[src/rtl/receiver_pkg.sv]
// Shared types and sizing for the serial receiver: FSM state encoding,
// default word width and the bit-counter width helper.
package receiver_pkg;

  typedef enum logic [1:0] {
    IDLE   = 2'd0,
    DATA   = 2'd1,
    PARITY = 2'd2
  } rx_state_e;

  localparam int DEFAULT_DATA_W = 8;
  localparam int DEFAULT_CNT_W  = $clog2(DEFAULT_DATA_W);

  // A one-bit word still needs a one-bit counter.
  function automatic int cnt_width(input int data_w);
    return (data_w > 1) ? $clog2(data_w) : 1;
  endfunction

endpackage

[src/rtl/rx_shift.sv]
// LSB-first right-shift register with a running even-parity accumulator.
// Updates one cycle after shift_en; clr wins over shift_en; no backpressure.
module rx_shift
  import receiver_pkg::*;
#(
  parameter int DATA_W = DEFAULT_DATA_W
) (
  input  logic              clk,
  input  logic              rst,
  input  logic              clr,
  input  logic              shift_en,
  input  logic              bit_in,
  output logic [DATA_W-1:0] shift_dat,
  output logic [DATA_W-1:0] shift_nxt,
  output logic              par_acc
);

  logic [DATA_W-1:0] shift_q, shift_d;
  logic              par_q, par_d;

  // New bits enter at the MSB so the first bit received ends up in bit 0.
  generate
    if (DATA_W == 1) begin : g_one
      assign shift_nxt = bit_in;
    end else begin : g_wide
      assign shift_nxt = {bit_in, shift_q[DATA_W-1:1]};
    end
  endgenerate

  always_comb begin
    shift_d = shift_q;
    par_d   = par_q;
    if (clr) begin
      shift_d = '0;
      par_d   = 1'b0;
    end else if (shift_en) begin
      shift_d = shift_nxt;
      par_d   = par_q ^ bit_in;
    end
  end

  always_ff @(posedge clk) begin
    if (!rst) begin
      shift_q <= '0;
      par_q   <= 1'b0;
    end else begin
      shift_q <= shift_d;
      par_q   <= par_d;
    end
  end

  assign shift_dat = shift_q;
  assign par_acc   = par_q;

endmodule

[src/rtl/receiver.sv]
// Serial-to-parallel receiver: strobe-started frames, optional even parity,
// registered word held with valid/ack until consumed; overrun flags drops.
module receiver
  import receiver_pkg::*;
#(
  parameter int DATA_W    = DEFAULT_DATA_W,
  parameter bit PARITY_EN = 1'b1
) (
  input  logic              clk,
  input  logic              rst,
  input  logic              serial_in,
  input  logic              wake_em_up,
  input  logic              data_ack,
  output logic [DATA_W-1:0] par_out,
  output logic              valid,
  output logic              par_err,
  output logic              overrun,
  output logic              ready
);

  localparam int               CNT_W    = cnt_width(DATA_W);
  localparam logic [CNT_W-1:0] CNT_LAST = CNT_W'(DATA_W - 1);

  rx_state_e         state_q, state_d;
  logic [CNT_W-1:0]  cnt_q, cnt_d;
  logic [DATA_W-1:0] par_out_q, par_out_d;
  logic              valid_q, valid_d;
  logic              par_err_q, par_err_d;
  logic              overrun_q, overrun_d;

  logic              shift_clr;
  logic              shift_en;
  logic              frame_done;
  logic [DATA_W-1:0] shift_dat;
  logic [DATA_W-1:0] shift_nxt;
  logic              par_acc;
  logic [DATA_W-1:0] word_nxt;
  logic              err_nxt;

  rx_shift #(
    .DATA_W (DATA_W)
  ) u_rx_shift (
    .clk       (clk),
    .rst       (rst),
    .clr       (shift_clr),
    .shift_en  (shift_en),
    .bit_in    (serial_in),
    .shift_dat (shift_dat),
    .shift_nxt (shift_nxt),
    .par_acc   (par_acc)
  );

  always_comb begin
    state_d    = state_q;
    cnt_d      = cnt_q;
    shift_clr  = 1'b0;
    shift_en   = 1'b0;
    frame_done = 1'b0;
    case (state_q)
      IDLE: begin
        if (wake_em_up) begin
          state_d   = DATA;
          cnt_d     = '0;
          shift_clr = 1'b1;
        end
      end
      DATA: begin
        shift_en = 1'b1;
        cnt_d    = cnt_q + CNT_W'(1);
        if (cnt_q == CNT_LAST) begin
          cnt_d = '0;
          if (PARITY_EN) begin
            state_d = PARITY;
          end else begin
            state_d    = IDLE;
            frame_done = 1'b1;
          end
        end
      end
      PARITY: begin
        state_d    = IDLE;
        frame_done = 1'b1;
      end
      default: begin
        state_d = IDLE;
        cnt_d   = '0;
      end
    endcase
  end

  // Without parity the frame completes on the last data edge, so the word
  // is the shift register's next value rather than its current one.
  always_comb begin
    word_nxt = shift_nxt;
    err_nxt  = 1'b0;
    if (state_q == PARITY) begin
      word_nxt = shift_dat;
      err_nxt  = PARITY_EN & (par_acc ^ serial_in);
    end
  end

  always_comb begin
    par_out_d = par_out_q;
    valid_d   = valid_q;
    par_err_d = par_err_q;
    overrun_d = overrun_q;
    if (frame_done && (!valid_q || data_ack)) begin
      par_out_d = word_nxt;
      par_err_d = err_nxt;
      valid_d   = 1'b1;
      if (valid_q) begin
        overrun_d = 1'b0;
      end
    end else if (frame_done) begin
      overrun_d = 1'b1;
    end else if (valid_q && data_ack) begin
      valid_d   = 1'b0;
      overrun_d = 1'b0;
    end
  end

  always_ff @(posedge clk) begin
    if (!rst) begin
      state_q   <= IDLE;
      cnt_q     <= '0;
      par_out_q <= '0;
      valid_q   <= 1'b0;
      par_err_q <= 1'b0;
      overrun_q <= 1'b0;
    end else begin
      state_q   <= state_d;
      cnt_q     <= cnt_d;
      par_out_q <= par_out_d;
      valid_q   <= valid_d;
      par_err_q <= par_err_d;
      overrun_q <= overrun_d;
    end
  end

  assign par_out = par_out_q;
  assign valid   = valid_q;
  assign par_err = par_err_q;
  assign overrun = overrun_q;
  assign ready   = (state_q == IDLE);

endmodule

[config.mk]
export PLATFORM = sky130hd
export DESIGN_NAME = receiver
export DESIGN_NICKNAME = d
export VERILOG_FILES = /design/src/rtl/receiver_pkg.sv /design/src/rtl/rx_shift.sv /design/src/rtl/receiver.sv
export SDC_FILE = /design/constraint.sdc
export NUM_CORES = 1
export LEC_CHECK = 0
export ABC_AREA = 1
export CAP_MARGIN = 20
export CORE_MARGIN = 4
export CORE_UTILIZATION = 30
export DETAILED_ROUTE_END_ITERATION = 16
export PLACE_DENSITY = 0.59
export RECOVER_POWER = 100
export SLEW_MARGIN = 30
export SYNTH_ARGS = -nofsm -noshare
export SYNTH_HDL_FRONTEND = slang
export SYNTH_HIERARCHICAL = 1
export SYNTH_SLANG_ARGS = --single-unit
[constraint.sdc]
create_clock -name clk -period 1.32 [get_ports clk]
set_input_delay 0.264 -clock clk [delete_from_list [all_inputs] [get_ports clk]]
set_output_delay 0.264 -clock clk [all_outputs]
set_load 0.03 [all_outputs]
==> metrics.md, run 1 <==
| Metric | Value |
|---|---|
| Status | `finished, final reports clean` |
| Slowest CP cell | `dfxtp_1` |
| CTS HTree Levels | `1` |
| Worst Path Buf+Inv | `1` |
| Pwr/cell area | `955 nW/um^2` |
| First-pass GRT wire length | `3580 um` |
| Syn_nets | `150` |
| Die Wd | `67.6 um` |
| Req. time, crit path | `1.06 ns` |
| Largest net degree at the start of global routing | `14` |
| Root Driver | `clkbuf_4` |
| Synth-to-Final Area Change | `19.8%` |
| CTS tree | `built` |
| DR vias | `914` |
| Starting Density | `31.5%` |
| CP endpoint kind | `output pin` |
| Max_cap viols | `0` |
| Die Ht | `67.6 um` |
| Worst-Skew Late Latency | `0.31 ns` |
| Iteration-0 DRC Markers | `51` |
| Worst EP arrival | `0.98 ns` |
| Max Slew Vio Count | `0` |
| Final Wtd Congestion | `0.718` |
| Warnings, synthesis | `6` |
| Leak | `0.000570 uW` |
| Cell area after synthesis | `1070 sq um` |
| Rel. slew slack | `84.4%` |
| Post-CTS setup buffer count | `0` |
| Maximum fanout along the worst path | `5` |
| DR pass1 iterations | `4` |
| Core Region | `3390 sq um` |
| Syn Area/Cell | `7.45 sq um` |
| Total clock buffers created by CTS | `3` |
| Detail Placement HPWL | `1550 um` |
| Via/cell ratio | `4.29` |
| Final WL | `1990 um` |
| Fmax | `807 MHz` |
| CTS sink cnt | `25` |
| Pwr Total | `1220 uW` |
| Final antenna-violating net count | `0` |
| # setup viols final | `0` |
| Fin area | `1280 sq um` |
| Nets | `175` |
| Clk buf depth | `2` |
| Ports | `17` |
| Via count of the first global-routing pass | `874` |
| Total track usage | `10.2%` |
| Worst-path clk slew | `0.13 ns` |
| CP max stage delay | `0.44 ns` |
| # DRC | `0` |
| Ant diodes | `0` |
| Worst setup SP type | `register` |
| RSZ-0062 raised after global routing | `no` |
| Final min period | `1.24 ns` |
| Maximum vdd drop | `0.271 mV` |
| FP Rows | `21` |
| Share of layout cells above drive strength 1 | `18.6%` |
| R2R setup slack | `0.12 ns` |
| Post-Synthesis Cells | `143` |
| Initial antenna violation count | `0` |
| Final Hold Fails | `0` |
| Area of placed instances | `1310 sq um` |
| Final period util | `93.9%` |
| Critical path type | `reg2out` |
| Delay-heaviest family, CP | `flip-flops` |
| Clock Skew | `0.00215 ns` |
| Worst-margin pin slew | `0.234 ns` |
| CP cell instances | `nor2_2 > buf_4` |
| Routed WL per cell | `9.35 um` |
| Die ar. | `4570 sq um` |
| Buffers on Ports | `16` |
| Gr ovfl total | `0` |
| Hold Path Class | `reg2reg` |
-- report_power, final --
part | total (uW) | switching, uW | internal, uW
combinational | 115 | 67.7 | 47.1
sequential | 771 | 7.10 | 764
clock | 334 | 216 | 118
-- placed cells by master (no fill, tap or decap) --
master,count
clkdlybuf4s15_2,2
a21oi_1,11
clkbuf_1,2
nand3_1,4
dfxtp_1,24
inv_1,17
nor2_1,26
buf_12,1
clkdlybuf4s50_1,4
clkbuf_2,10
clkbuf_4,3
buf_4,5
nand2_2,2
ha_1,2
nand3b_1,3
dfxtp_2,1
nand2_1,41
nor2_2,3
nor4_1,1
o21a_1,1
a21oi_2,4
-- final timing paths --
| check | depth (start not counted) | end | from |
|---|---|---|---|
| max | 2 | ready | state_q[1] |
| min | 1 | overrun | overrun |
| max reg2reg | 5 | par_out[7] | state_q[1] |
| min reg2reg | 1 | overrun | overrun |
-- what timing repair did --
item                                    CTS  global route
gates resized for setup                  20             9
pin swaps                                 0             0
hold buffers                              0             0
endpoints found under the setup margin    9            12
-- area by class of cell --
cell class                 instances  area (sq um)
sequential                        25           502
clock buffer                       4          26.3
fill                             372          2110
tap                               46          57.6
timing repair buffer              23           174
inverter                          17          63.8
multi-input combinational         98           454
-- per-layer routing --
metal	track usage [%]	wire length, um	vias up
met1	12.6	948	406
li1	-	-	489
met5	0	0	-
met2	16.8	934	15
met3	1.66	67	4
met4	5.32	41	0
-- registers in the layout, summed over array words and instances, names as in the netlist --
signal                cells
par_out                   8
u_rx_shift/shift_dat      8
cnt_q                     3
state_q                   2
overrun                   1
par_err                   1
u_rx_shift/par_acc        1
valid                     1
-- per-stage QoR --
step                hold slack, ns  std cells  setup WS, ns  utilization, %  TNS [ns]
finish                       0.482        213        0.0802            37.7         0
global route                 0.501        213       0.00757            37.7         0
CTS                          0.488        213       0.00310            39.5         0
detailed placement           0.456        209       -0.0294            38.7    -0.123
global placement             0.448        209       0.00307            38.7         0
floorplan                    0.423        143         0.114               -         0
No activity file was read; power rests on OpenSTA's default activity.
==> run 2, diff against run 1 <==
--- a/config.mk
+++ b/config.mk
@@ -6,9 +6,9 @@
 export NUM_CORES = 1
 export LEC_CHECK = 0
 export ABC_AREA = 1
-export CAP_MARGIN = 20
 export CORE_MARGIN = 4
 export CORE_UTILIZATION = 30
+export CTS_CLUSTER_SIZE = 10
 export DETAILED_ROUTE_END_ITERATION = 16
 export PLACE_DENSITY = 0.59
 export RECOVER_POWER = 100
==> results of run 2 <==
No change in the layout: final DEF, timing and power equal those of run 1.
